<file path="config.mk">
export PLATFORM = sky130hd
export DESIGN_NAME = des_cbc_ctrl_flat
export DESIGN_NICKNAME = d
export VERILOG_FILES = /design/src/rtl/des_cbc_ctrl_if.sv /design/src/rtl/des_cbc_ctrl.sv /design/src/flat_wrapper.sv
export SDC_FILE = /design/constraint.sdc
export NUM_CORES = 1
export LEC_CHECK = 0
export CAP_MARGIN = 40
export CORE_MARGIN = 2
export CORE_UTILIZATION = 47
export DETAILED_ROUTE_END_ITERATION = 16
export PLACE_DENSITY = 0.81
export SETUP_SLACK_MARGIN = 0.15
export SLEW_MARGIN = 20
export SYNTH_ARGS = -nofsm -noshare
export SYNTH_HDL_FRONTEND = slang
export SYNTH_SLANG_ARGS = --single-unit
</file>
<file path="constraint.sdc">
create_clock -name clk -period 1.9 [get_ports clk]
set_input_delay 0.285 -clock clk [delete_from_list [all_inputs] [get_ports clk]]
set_output_delay 0.285 -clock clk [all_outputs]
set_load 0.01 [all_outputs]
</file>
<file path="src/rtl/des_cbc_ctrl_if.sv">
// Streaming block interface for the DES chaining controller: 64-bit input
// and output blocks, each with its own valid/ready handshake.
interface des_cbc_ctrl_if;
  logic [63:0] in_data;
  logic        in_valid;
  logic        in_ready;
  logic [63:0] out_data;
  logic        out_valid;
  logic        out_ready;

  modport master (
    output in_data, in_valid, out_ready,
    input  in_ready, out_data, out_valid
  );

  modport slave (
    input  in_data, in_valid, out_ready,
    output in_ready, out_data, out_valid
  );
endinterface

</file>
<file path="src/rtl/des_cbc_ctrl.sv">
// CBC/ECB chaining controller for an iterative DES core: programs the key,
// feeds one block at a time, chains results and watchdogs core completion.
module des_cbc_ctrl #(
  parameter int TIMEOUT = 31
) (
  input  logic        clk,
  input  logic        rst,
  input  logic        i_clk_en,
  input  logic [63:0] i_cfg_key,
  input  logic [63:0] i_cfg_iv,
  input  logic        i_cfg_mode,
  input  logic        i_cfg_chain,
  input  logic        i_cfg_load,
  output logic        o_cfg_done,
  output logic        o_err,
  des_cbc_ctrl_if.slave s_blk,
  output logic [63:0] o_core_data_in,
  output logic        o_core_data_en,
  output logic [63:0] o_core_key,
  output logic        o_core_mode,
  output logic        o_core_key_en,
  input  logic [63:0] i_core_data_out,
  input  logic        i_core_busy,
  input  logic        i_core_wr
);

  localparam int TW = $clog2(TIMEOUT + 1);
  localparam logic [TW-1:0] TIMER_LAST = TW'(TIMEOUT - 1);

  localparam logic [2:0] S_UNCONF  = 3'd0;
  localparam logic [2:0] S_KEY     = 3'd1;
  localparam logic [2:0] S_KEYWAIT = 3'd2;
  localparam logic [2:0] S_READY   = 3'd3;
  localparam logic [2:0] S_WAIT    = 3'd4;
  localparam logic [2:0] S_OUT     = 3'd5;
  localparam logic [2:0] S_ERR     = 3'd6;

  logic [2:0]    r_state;
  logic [63:0]   r_key;
  logic          r_mode;
  logic          r_chainEn;
  logic [63:0]   r_chain;
  logic [63:0]   r_hold;
  logic [63:0]   r_coreIn;
  logic          r_dataEn;
  logic [TW-1:0] r_timer;
  logic [63:0]   r_outData;
  logic          r_outValid;
  logic          r_err;

  logic          w_inReady;
  logic          w_accept;
  logic          w_cfgAccept;
  logic [63:0]   w_blockIn;
  logic [63:0]   w_res;
  logic          w_unused;

  // cfg_load has priority over a same-cycle input block
  assign w_inReady   = (r_state == S_READY) && !i_cfg_load;
  assign w_accept    = w_inReady && s_blk.in_valid;
  assign w_cfgAccept = i_cfg_load &&
                       ((r_state == S_UNCONF) || (r_state == S_READY) || (r_state == S_ERR));
  assign w_blockIn   = (r_chainEn && !r_mode) ? (s_blk.in_data ^ r_chain) : s_blk.in_data;
  assign w_res       = (r_chainEn && r_mode) ? (i_core_data_out ^ r_chain) : i_core_data_out;
  assign w_unused    = i_core_busy;

  always_ff @(posedge clk) begin
    if (!rst) begin
      r_state    <= S_UNCONF;
      r_key      <= '0;
      r_mode     <= 1'b0;
      r_chainEn  <= 1'b0;
      r_chain    <= '0;
      r_hold     <= '0;
      r_coreIn   <= '0;
      r_dataEn   <= 1'b0;
      r_timer    <= '0;
      r_outData  <= '0;
      r_outValid <= 1'b0;
      r_err      <= 1'b0;
    end else if (i_clk_en) begin
      r_dataEn <= 1'b0;
      if (w_cfgAccept) begin
        r_key     <= i_cfg_key;
        r_mode    <= i_cfg_mode;
        r_chainEn <= i_cfg_chain;
        r_chain   <= i_cfg_iv;
        r_err     <= 1'b0;
        r_state   <= S_KEY;
      end else begin
        case (r_state)
          S_KEY:     r_state <= S_KEYWAIT;
          S_KEYWAIT: r_state <= S_READY;
          S_READY: begin
            if (w_accept) begin
              r_coreIn <= w_blockIn;
              r_hold   <= s_blk.in_data;
              r_dataEn <= 1'b1;
              r_timer  <= '0;
              r_state  <= S_WAIT;
            end
          end
          S_WAIT: begin
            if (i_core_wr) begin
              r_outData  <= w_res;
              r_outValid <= 1'b1;
              if (r_chainEn) begin
                r_chain <= r_mode ? r_hold : i_core_data_out;
              end
              r_state <= S_OUT;
            end else if (r_timer == TIMER_LAST) begin
              r_err   <= 1'b1;
              r_state <= S_ERR;
            end else begin
              r_timer <= r_timer + 1'b1;
            end
          end
          S_OUT: begin
            if (r_outValid && s_blk.out_ready) begin
              r_outValid <= 1'b0;
              r_state    <= S_READY;
            end
          end
          S_UNCONF, S_ERR: r_state <= r_state;
          default:   r_state <= S_UNCONF;
        endcase
      end
    end
  end

  assign o_cfg_done      = (r_state == S_READY);
  assign o_err           = r_err;
  assign o_core_data_in  = r_coreIn;
  assign o_core_data_en  = r_dataEn;
  assign o_core_key      = r_key;
  assign o_core_mode     = r_mode;
  assign o_core_key_en   = (r_state == S_KEY);
  assign s_blk.in_ready  = w_inReady;
  assign s_blk.out_data  = r_outData;
  assign s_blk.out_valid = r_outValid;

endmodule
</file>
<file path="src/flat_wrapper.sv">
// flat-port wrapper written by rule: the top's interface ports become plain ports
module des_cbc_ctrl_flat 
#(
  parameter int TIMEOUT = 31
)
  (clk, rst, i_clk_en, i_cfg_key, i_cfg_iv, i_cfg_mode, i_cfg_chain, i_cfg_load, o_cfg_done, o_err, o_core_data_in, o_core_data_en, o_core_key, o_core_mode, o_core_key_en, i_core_data_out, i_core_busy, i_core_wr, s_blk_in_data, s_blk_in_valid, s_blk_out_ready, s_blk_in_ready, s_blk_out_data, s_blk_out_valid);
  des_cbc_ctrl_if s_blk_i ();
  input  logic clk;
  input  logic rst;
  input  logic i_clk_en;
  input  logic [63:0] i_cfg_key;
  input  logic [63:0] i_cfg_iv;
  input  logic i_cfg_mode;
  input  logic i_cfg_chain;
  input  logic i_cfg_load;
  output logic o_cfg_done;
  output logic o_err;
  output logic [63:0] o_core_data_in;
  output logic o_core_data_en;
  output logic [63:0] o_core_key;
  output logic o_core_mode;
  output logic o_core_key_en;
  input  logic [63:0] i_core_data_out;
  input  logic i_core_busy;
  input  logic i_core_wr;
  input wire logic [$bits(s_blk_i.in_data)-1:0] s_blk_in_data;
  input wire logic [$bits(s_blk_i.in_valid)-1:0] s_blk_in_valid;
  input wire logic [$bits(s_blk_i.out_ready)-1:0] s_blk_out_ready;
  output wire logic [$bits(s_blk_i.in_ready)-1:0] s_blk_in_ready;
  output wire logic [$bits(s_blk_i.out_data)-1:0] s_blk_out_data;
  output wire logic [$bits(s_blk_i.out_valid)-1:0] s_blk_out_valid;
  assign s_blk_i.in_data = s_blk_in_data;
  assign s_blk_i.in_valid = s_blk_in_valid;
  assign s_blk_i.out_ready = s_blk_out_ready;
  assign s_blk_in_ready = s_blk_i.in_ready;
  assign s_blk_out_data = s_blk_i.out_data;
  assign s_blk_out_valid = s_blk_i.out_valid;
  des_cbc_ctrl #(.TIMEOUT(TIMEOUT)) u_core (.clk(clk), .rst(rst), .i_clk_en(i_clk_en), .i_cfg_key(i_cfg_key), .i_cfg_iv(i_cfg_iv), .i_cfg_mode(i_cfg_mode), .i_cfg_chain(i_cfg_chain), .i_cfg_load(i_cfg_load), .o_cfg_done(o_cfg_done), .o_err(o_err), .s_blk(s_blk_i), .o_core_data_in(o_core_data_in), .o_core_data_en(o_core_data_en), .o_core_key(o_core_key), .o_core_mode(o_core_mode), .o_core_key_en(o_core_key_en), .i_core_data_out(i_core_data_out), .i_core_busy(i_core_busy), .i_core_wr(i_core_wr));
endmodule
</file>
# After elaboration in Yosys (flattened, before gate mapping)
# Index checks and enable logic that the tools add are counted.
dict set report totals {
  register_bits 333
  in_bits 266
  output_inout_bits 199
  elab_cells 86
}
dict set report op_classes {
  muxes 27
  n_reduce_logical 26
  eq_ne 17
  add_sub_neg 1
  n_bitwise 3
}
# op count
set op_table {}
lappend op_table {{64-bit 2-to-1 mux} 7}
lappend op_table {{64-bit XOR} 2}
lappend op_table {{3-bit one-hot mux with 6 select lines} 1}
lappend op_table {{4-bit AND reduction} 4}
lappend op_table {{3-bit 2-to-1 mux} 5}
lappend op_table {{5-bit 2-to-1 mux} 3}
lappend op_table {{2-bit nonzero test} 6}
lappend op_table {{5-bit one-hot mux with 2 select lines} 1}
lappend op_table {{5-bit AND reduction} 2}
lappend op_table {{3-bit equality test (second input constant)} 3}
lappend op_table {{1-bit 2-to-1 mux} 9}
lappend op_table {{2-bit by 1-bit inequality test with 1-bit output (second input constant)} 4}
lappend op_table {{3-bit by 2-bit equality test with 1-bit output (second input constant)} 2}
lappend op_table {{1-bit logical AND} 6}
lappend op_table {{2-bit inequality test (second input constant)} 3}
lappend op_table {{3-bit by 1-bit inequality test with 1-bit output (second input constant)} 2}
lappend op_table {{6-bit AND reduction} 1}
lappend op_table {{5-bit by 1-bit adder with 5-bit output (second input constant)} 1}
lappend op_table {{5-bit equality test (second input constant)} 1}
lappend op_table {{4-bit by 2-bit inequality test with 1-bit output (second input constant)} 1}
lappend op_table {{3-bit by 1-bit equality test with 1-bit output (second input constant)} 1}
lappend op_table {{3-bit zero test} 1}
lappend op_table {{1-bit zero test} 2}
lappend op_table {{1-bit logical OR} 2}
lappend op_table {{other kinds (4)} 4}

# Longest topological paths before layout
# Gate-level depths: netlist of the first run.
dict set report logic_depth {
  word_depth 6
  mapped_depth 9
  mapped_depth_nobuf 7
}

# Worst setup path after synthesis of the first run
# OpenSTA, ideal clock, no wires.
dict set report synth_path {
  path_type {reg-to-reg}
  start {register u_core.r_state[2]}
  end {register u_core.r_chain[43]}
  synth_period_minus_slack_ps 1740
  slack_ps 160
  arrival_time_ps 1622
  setup_ps 118
  n_path_buf 3
  t_required_ps 1782
  stages_incl_launch_ff 9
  cell_sequence {dfxtp_1 -> buf_2 -> nor3b_2 -> and3_1 -> o21ai_1 -> and2_1 -> buf_2 -> buf_2 -> o2bb2ai_1}
}
dict set report synth_via {
  elab_chain_cells 6
  word_cells_on_any_way 12
  classes_between {3 x eq/ne; 1 x mux; 8 x reduce/logical}
}
# item line
set synth_rtl {}
lappend synth_rtl {{start: declaration} des_cbc_ctrl.sv:38} ;# logic [2:0] r_state;
lappend synth_rtl {{start signal: assignment} des_cbc_ctrl.sv:124} ;# S_UNCONF, S_ERR: r_state <= r_state;
lappend synth_rtl {{3-bit by 2-bit equality test with 1-bit output / 3-bit zero test (equally long branches)} des_cbc_ctrl.sv:62} ;# ((r_state == S_UNCONF) || (r_state == S_READY) || (r_state == S_ERR));
lappend synth_rtl {{1-bit logical OR (2 in series)} des_cbc_ctrl.sv:62}
lappend synth_rtl {{1-bit logical AND} des_cbc_ctrl.sv:61} ;# assign w_cfgAccept = i_cfg_load &&
lappend synth_rtl {{2-bit nonzero test (no source line)} -}
lappend synth_rtl {{4-bit AND reduction (no source line)} -}
lappend synth_rtl {{end signal: assignment} des_cbc_ctrl.sv:87} ;# r_chain <= i_cfg_iv;
lappend synth_rtl {{end signal: assignment} des_cbc_ctrl.sv:108} ;# r_chain <= r_mode ? r_hold : i_core_data_out;
lappend synth_rtl {{end: declaration} des_cbc_ctrl.sv:42} ;# logic [63:0] r_chain;
# Parallel ways exist; a longest one is shown, timed or not.
# A chain may end at the register's enable or synchronous reset.

# Worst setup path after layout of the first run
dict set report layout_path {
  start {register u_core.r_state[1]}
  end {register u_core.r_key[63], in the netlist u_core.o_core_key[63]}
}
dict set report layout_via {
  elab_chain_cells 5
  word_cells_on_any_way 7
  classes_between {2 x eq/ne; 5 x reduce/logical}
}
# item line
set layout_rtl {}
lappend layout_rtl {{3-bit by 2-bit equality test with 1-bit output / 3-bit zero test (equally long branches)} des_cbc_ctrl.sv:62}
lappend layout_rtl {{1-bit logical OR} des_cbc_ctrl.sv:62}
lappend layout_rtl {{1-bit logical OR *} des_cbc_ctrl.sv:62}
lappend layout_rtl {{1-bit logical AND *} des_cbc_ctrl.sv:61}
lappend layout_rtl {{2-bit AND reduction (no source line) *} -}
lappend layout_rtl {{end signal: assignment} des_cbc_ctrl.sv:84} ;# r_key <= i_cfg_key;
lappend layout_rtl {{end: declaration} des_cbc_ctrl.sv:39} ;# logic [63:0] r_key;
# Every way passes the cells marked *; elsewhere a longest branch is shown, timed or not.

==> results of run 1 <==
metal layers:
metal	share of wire	GRT usage	up-vias
met4	0.046	0.146	0
met2	0.49	0.496	728
met5	0	0	-
li1	-	-	6746
met1	0.38	0.338	7056
met3	0.078	0.0567	149
sequential cells by signal (all words and copies together), names as in the netlist, 3 cells and up:
| register | flops |
|---|---|
| u_core.r_timer | 5 |
| u_core.o_core_key | 64 |
| u_core.r_state | 3 |
| u_core.r_chain | 64 |
| u_core.o_core_data_in | 64 |
| u_core.s_blk.out_data | 64 |
| u_core.r_hold | 64 |
through the flow:
step	util	power, mW
after floorplan	-	11.1
after global placement	0.646	13.5
after detailed placement	0.646	13.7
after CTS	0.691	21.5
after global routing	0.716	23.2
final	0.716	22.3
kinds of logic (layout without fill, tap and decap cells):
logic type      Yosys count  in the layout
buf+inv                 145            626
other cells               0             10
xor+xnor                129            129
simple gates            635            635
mux                      64             64
fa+ha+maj                 2              2
flops                   333            333
compound gates          412            412
worst paths after layout:
check                           slack, ns              start                        to  depth (start not counted)
worst min register to register       0.46  u_core.r_hold[29]         u_core.r_hold[29]                          2
worst max register to register       0.07  u_core.r_state[1]     u_core.o_core_key[63]                          7
worst max-delay path                 0.07  u_core.r_state[1]     u_core.o_core_key[63]                          7
worst min-delay path                 0.14                rst  u_core.s_blk.out_data[3]                          2
area by class of cell:
type                    instances  area [um2]
repair buffers                559        6250
well taps                     402         503
inverters                       4        15.0
clock buffers                  53        1090
diodes                         10        25.0
clock inverters                10         154
multi-input cells            1242        7760
fillers                      2257        8910
flip-flops and latches        333        6680
cells in the final DEF, fill, tap and decap left out, types with 18 or more instances in the layout:
master,n
o2bb2ai_1,55
nor2_1,71
dfxtp_1,328
a21boi_0,83
xor2_1,127
buf_12,28
a21oi_1,65
nand2_1,525
buf_4,32
clkbuf_16,55
dlymetal6s2s_1,18
a21boi_1,48
clkdlybuf4s50_1,431
o211a_1,130
mux2i_1,64
power breakdown:
group	switching, mW	internal (mW)	leakage, nW
clock	2.86	4.52	0.614
sequential	0.526	7.68	2.70
combinational	3.27	3.46	6.46
repair_timing:
| item | in CTS | in global routing |
|---|---|---|
| buffers inserted | 4 | 8 |
| endpoints found under the setup margin | 130 | 224 |
| cloned | 4 | 17 |
| gates resized for setup | 38 | 79 |
| pin swaps | 1 | 5 |
==> reports/results.ini, run 1 <==
[sta]
hold_viol=0
grt_setup_unrepaired=true
finalWorstSetupSlack_ns=0.0686
setup_viol=0
hold_ws_ns=0.135
min_period_ns=1.83
tightest_slew_ns=0.574
relSlewSlack=0.617
finalMaxSlewViolations=0
fmax_ghz=0.546
skew_ns=0.0186
tns_ns=0
min_period_over_period=0.964

[routing]
dr.pass1.iters=8
drt_first_iter_violations=964
totalWireLength_mm=53.9
drc=0
wire_per_inst_um=20.6
ant_nets=0
routed_via_density=5.62
num_vias=14700

[setup_path]
worstPathCellList=nor2b_2 -> o31ai_4 -> buf_6 -> and2_4 -> buf_12 -> nand2_1 -> a21boi_0
crit_type=reg2reg
crit_path_end_kind=flop
arrival_ns=2.25
path_buf_inv=2
cp_top_family=simple AND/OR/NAND/NOR gates
crit_required_ns=2.32
cp_slowest_cell=dfxtp_4
crit_fanout=12
critPathLaunchType=flop
critical-path-max-stage-delay_ns=0.36

[run_status]
status=finished, final reports clean

[global_route]
grt_usage=0.286
antenna_found_initial=8
grt_max_degree=92
grt_pass1_vias=14000
grt_pass1_wl_mm=76.2
grt_overflow_total=0

[logic_synthesis]
synthTopCellsByCount=526 x nand2_1, 333 x dfxtp_1, 130 x o211a_1
async_flop_share=0
synth_adder_area_share=0.00168
synth_flop_cell=dfxtp_1
ys_ff_latch=333
synth.area.top_cells=dfxtp_1 45%, nand2_1 13%, o211a_1 8.7%
synth_top_cell_area_share=0.446
syn_inst=1720
ys_seq_area_frac=0.446
synthesis.area_um2=14900
syn_avg_cell_area_um2=8.68
synth_top_area_cell=dfxtp_1
yosysWarningCount=0
yosysMostFrequentCell=nand2_1
synth_fp_nets=1988
ys_types=40
yosys.area_share.xor_xnor=0.0756
synth-simple-area-share=0.166
synth-edff-count=0
synth_compound_area_frac=0.224
synth_top_family_by_area=compound AO/OA/AOI/OAI gates
synthMuxAreaShare=0.0429

[clock_network]
path_clk_slew_ns=0.06
holdBufCountCts=0
cts_root_buffer=clkbuf_16
clock_sink_count=333
cts_buffers=37
clk_latency_ns=0.52
htreeDepth=2
cts_tree=done
clockBufferDepth=3

[power]
ir_worst_vdd_v=0.000803
leakage_nw=9.77
p_per_area_nw_per_um2=992

[flow_run]
cap_violations=0

[floorplan]
coreArea_um2=31400
initial_utilization=0.476
io_pins=465
die_h_um=182
fp-row-count=65
dieArea_um2=33200
die_x_um=182

[placement]
io_buffer_count=463
dp.cells=2507
pre_cts_ws_ns=-0.279
gp_congestion=0.902
dpl_cell_area_um2=20300
hpwl_mm=33.9

[layout]
fin_nets=2445
final_cells=2613
drive_gt1_frac=0.0872
syn_to_final_growth_pct=50.5
fin_area_um2=22500

[min_path]
min_path_type=in2reg

Note: power is estimated with default switching activity, not from simulation.
==> run 2, diff against run 1 <==
--- a/config.mk
+++ b/config.mk
@@ -11,7 +11,7 @@
 export DETAILED_ROUTE_END_ITERATION = 16
 export PLACE_DENSITY = 0.81
 export SETUP_SLACK_MARGIN = 0.15
-export SLEW_MARGIN = 20
 export SYNTH_ARGS = -nofsm -noshare
 export SYNTH_HDL_FRONTEND = slang
 export SYNTH_SLANG_ARGS = --single-unit
+export TNS_END_PERCENT = 30
==> reports/results.ini, run 2 (synthesis results as in run 1) <==
[routing]
drt_first_iter_violations=930
routed_via_density=5.51
wire_per_inst_um=20.0
ant_nets=0
num_vias=14300
dr.pass1.iters=6
drc=0
totalWireLength_mm=52.1

[power]
ir_worst_vdd_v=0.000794
leakage_nw=9.30
p_per_area_nw_per_um2=1000

[floorplan]
io_pins=465
fp-row-count=65
die_x_um=182
die_h_um=182
dieArea_um2=33200
initial_utilization=0.476
coreArea_um2=31400

[global_route]
grt_usage=0.286
grt_max_degree=92
grt_overflow_total=0
antenna_found_initial=8
grt_pass1_vias=14000
grt_pass1_wl_mm=76.2

[sta]
hold_viol=0
grt_setup_unrepaired=true
tightest_slew_ns=0.580
min_period_over_period=0.980
fmax_ghz=0.537
setup_viol=0
skew_ns=0.0159
min_period_ns=1.86
relSlewSlack=0.613
finalMaxSlewViolations=0

[placement]
dpl_cell_area_um2=20300
dp.cells=2507
gp_congestion=0.902
io_buffer_count=463
hpwl_mm=33.9

[layout]
syn_to_final_growth_pct=48.9
drive_gt1_frac=0.0849
final_common_cell=nand2_1
final_cells=2603
fin_nets=2435
fin_area_um2=22200
mostFrequentLayoutCells=523 x nand2_1, 458 x clkdlybuf4s50_1, 328 x dfxtp_1

[clock_network]
cts_tree=done
clk_latency_ns=0.52
holdBufCountCts=0
clockBufferDepth=3
path_clk_slew_ns=0.06
htreeDepth=2
cts_buffers=37
cts_root_buffer=clkbuf_16
clock_sink_count=333

[setup_path]
arrival_ns=2.28
crit_fanout=8
crit_type=reg2reg
crit_required_ns=2.31
r2r_slack_ns=0.04
critPathLaunchType=flop
crit_path_end_kind=flop

[flow_run]
cap_violations=0

[run_status]
status=finished, final reports clean

[min_path]
min_path_type=in2reg

run 2: path summary, 6_finish.rpt:
kind                         startpoint                       end  cells after the start
hold reg to reg   u_core.o_core_key[24]     u_core.o_core_key[24]                      2
setup / recovery      u_core.r_state[2]     u_core.o_core_key[60]                      7
setup reg to reg      u_core.r_state[2]     u_core.o_core_key[60]                      7
hold / removal                      rst  u_core.s_blk.out_data[3]                      2
run 2: worst max-delay path: stages (launching register included):
cell and delay, ns:
dfxtp_4 0.37, nand2b_4 0.16, o31ai_4 0.25, buf_6 0.21
and2_4 0.27, buf_6 0.16, nand2_1 0.09, a21boi_0 0.25
run 2: timing repair:
item	CTS	global route
buffers inserted	4	5
pin swaps	1	9
gates resized for setup	28	60
gates cloned	4	10
setup endpoints to repair	130	233
run 2: layout make-up:
type                            count  area [um2]
Sequential cell                   333        6680
Timing Repair Buffer              549        5970
Multi-Input combinational cell   1242        7800
Fill cell                        2293        9150
Clock buffer                       53        1090
Inverter                            4        15.0
Tap cell                          402         503
Antenna cell                       10        25.0
Clock inverter                     10         154
run 2: through the flow:
| step | util | setup WS (ns) | hold slack, ns | power [mW] | TNS [ns] |
|---|---|---|---|---|---|
| after floorplan | - | 0.160 | 0.420 | 11.1 | 0 |
| after global placement | 0.646 | -0.250 | 0.441 | 13.5 | -43.83 |
| after detailed placement | 0.646 | -0.279 | 0.450 | 13.7 | -50.72 |
| after CTS | 0.692 | 0.0671 | 0.112 | 21.5 | 0 |
| after global routing | 0.708 | -0.00894 | 0.128 | 23.2 | -0.00894 |
| final | 0.708 | 0.0376 | 0.128 | 22.3 | 0 |
run 2: power breakdown:
part / switching [mW] / total, mW / internal, mW
Clock: 2.84 / 7.36 / 4.52
Sequential: 0.523 / 8.20 / 7.68
Combinational: 3.24 / 6.69 / 3.46
run 2: layer usage:
layer,vias to the layer above,track usage,part of all wire
met5,-,0,0
met4,0,0.145,0.045
met3,132,0.0567,0.073
met2,661,0.496,0.49
met1,6815,0.338,0.39
li1,6731,-,-
==> run 3, diff against run 2 <==
--- a/config.mk
+++ b/config.mk
@@ -9,8 +9,9 @@
 export CORE_MARGIN = 2
 export CORE_UTILIZATION = 47
 export DETAILED_ROUTE_END_ITERATION = 16
-export PLACE_DENSITY = 0.81
+export PLACE_DENSITY = 0.9
 export SETUP_SLACK_MARGIN = 0.15
+export SLEW_MARGIN = 40
 export SYNTH_ARGS = -nofsm -noshare
 export SYNTH_HDL_FRONTEND = slang
 export SYNTH_SLANG_ARGS = --single-unit
==> constraint.sdc (replaced) <==
create_clock -name clk -period 1.9 [get_ports clk]
set_input_delay 0.19 -clock clk [delete_from_list [all_inputs] [get_ports clk]]
set_output_delay 0.19 -clock clk [all_outputs]
set_load 0.01 [all_outputs]
==> reports/results.ini, run 3 (synthesis results as in run 1) <==
[setup_path]
critPathLaunchType=flop
path_buf_inv=4
worstPathCellList=buf_6 -> nand4b_1 -> o31ai_4 -> buf_4 -> buf_4 -> nand2_8 -> buf_16 -> nand2_1 -> a21boi_1
crit_required_ns=2.31
crit_path_end_kind=flop
arrival_ns=2.17
critical-path-max-stage-delay_ns=0.36
crit_fanout=31
crit_type=reg2reg
cp_slowest_cell=dfxtp_4
cp_top_family=buffers and inverters
path_common_cell=buf_4

[power]
p_clk_frac=0.318
seq_power_share=0.382
p_sw_frac=0.308
leakage_nw=9.23
p_sw_mw=6.60
p_per_area_nw_per_um2=971
combPwrFrac=0.301
p_int_mw=14.8
ir_worst_vdd_v=0.000639
p_total_mw=21.4

[routing]
ant_nets=0
drc=0
totalWireLength_mm=53.5
dr.pass1.iters=5
num_vias=14600
drt_first_iter_violations=999
routed_via_density=5.62
wire_per_inst_um=20.6

[global_route]
grt_overflow_total=0
grt_max_degree=107
antenna_found_initial=6
grt_pass1_vias=14400
grt_usage=0.294
grt_pass1_wl_mm=77.5

[placement]
dpl_cell_area_um2=20300
io_buffer_count=463
gp_congestion=0.900
hpwl_mm=33.9
pre_cts_ws_ns=-0.182
dp.cells=2511

[sta]
finalMaxSlewViolations=0
tns_ns=0
min_period_over_period=0.923
relSlewSlack=0.659
hold_viol=0
hold_ws_ns=0.242
skew_ns=0.0157
grt_setup_unrepaired=true
fmax_ghz=0.570
tightest_slew_ns=0.511
setup_viol=0
finalWorstSetupSlack_ns=0.146
min_period_ns=1.75

[clock_network]
clk_latency_ns=0.51
htreeDepth=2
cts_tree=done
cts_buffers=38
path_clk_slew_ns=0.06
clockBufferDepth=3
clock_sink_count=333
cts_root_buffer=clkbuf_16

[layout]
fin_util=0.703
syn_to_final_growth_pct=47.8
multi_input_area_um2=7720
fin_nets=2439
seq_area_um2=6680
drive_gt1_frac=0.0789
final_common_cell=nand2_1
mostFrequentLayoutCells=525 x nand2_1, 458 x clkdlybuf4s50_1, 328 x dfxtp_1
final_cells=2599
fillers=2155
fin_area_um2=22100

[floorplan]
die_x_um=182
dieArea_um2=33200
die_h_um=182
io_pins=465
coreArea_um2=31400
initial_utilization=0.476
fp-row-count=65

[run_status]
status=finished, final reports clean

[min_path]
min_path_type=in2reg

[flow_run]
cap_violations=0

[run 3: what timing repair did]
item / 4_1_cts / 5_1_grt
setup endpoints to repair: 134 / 203
hold buffers: 1 / 0
setup buffers: 5 / 1
hold endpoints to repair: 5 / 0
pin swaps: 2 / 4
cloned: 6 / 10
resized for setup: 23 / 46
[run 3: metal layers]
metal  wire (um)  vias to the layer above  GRT usage
met1       19600                     6884      0.330
met3        4550                      208     0.0688
met2       25800                      773      0.510
met5          13                        -          0
met4        3410                        2      0.172
li1            -                     6728          -
[run 3: layout make-up]
| type | count | area share |
|---|---|---|
| well taps | 402 | 0.0228 |
| clock buffers | 52 | 0.0487 |
| diodes | 5 | 0.000567 |
| inverters | 4 | 0.000680 |
| flip-flops and latches | 333 | 0.303 |
| clock inverters | 9 | 0.00289 |
| repair buffers | 552 | 0.272 |
| multi-input cells | 1242 | 0.350 |
[run 3: power by group through the flow]
| stage | Sequential (mW) | Combinational, mW | Clock, mW |
|---|---|---|---|
| after floorplan | 8.32 | 2.75 | 0 |
| after global placement | 8.24 | 5.16 | 0 |
| after detailed placement | 8.27 | 5.30 | 0 |
| after CTS | 8.14 | 5.75 | 6.91 |
| after global routing | 8.24 | 6.82 | 7.21 |
| final | 8.18 | 6.45 | 6.81 |
[run 3: tightest hold or removal path: cells and delay by family]
family,cells,cell delay (ns)
and+or+nand+nor,1,0.06
AOI/OAI and AO/OA,1,0.05
buffers and inverters,1,0.40
[run 3: final timing paths]
path | endpoint | cells after the start | from | slack (ns)
min | u_core.o_core_key[12] | 3 | i_cfg_key[12] | 0.24
min reg2reg | u_core.o_core_key[16] | 2 | u_core.o_core_key[16] | 0.45
max | u_core.o_core_key[28] | 9 | u_core.r_state[1] | 0.15
max reg2reg | u_core.o_core_key[28] | 9 | u_core.r_state[1] | 0.15
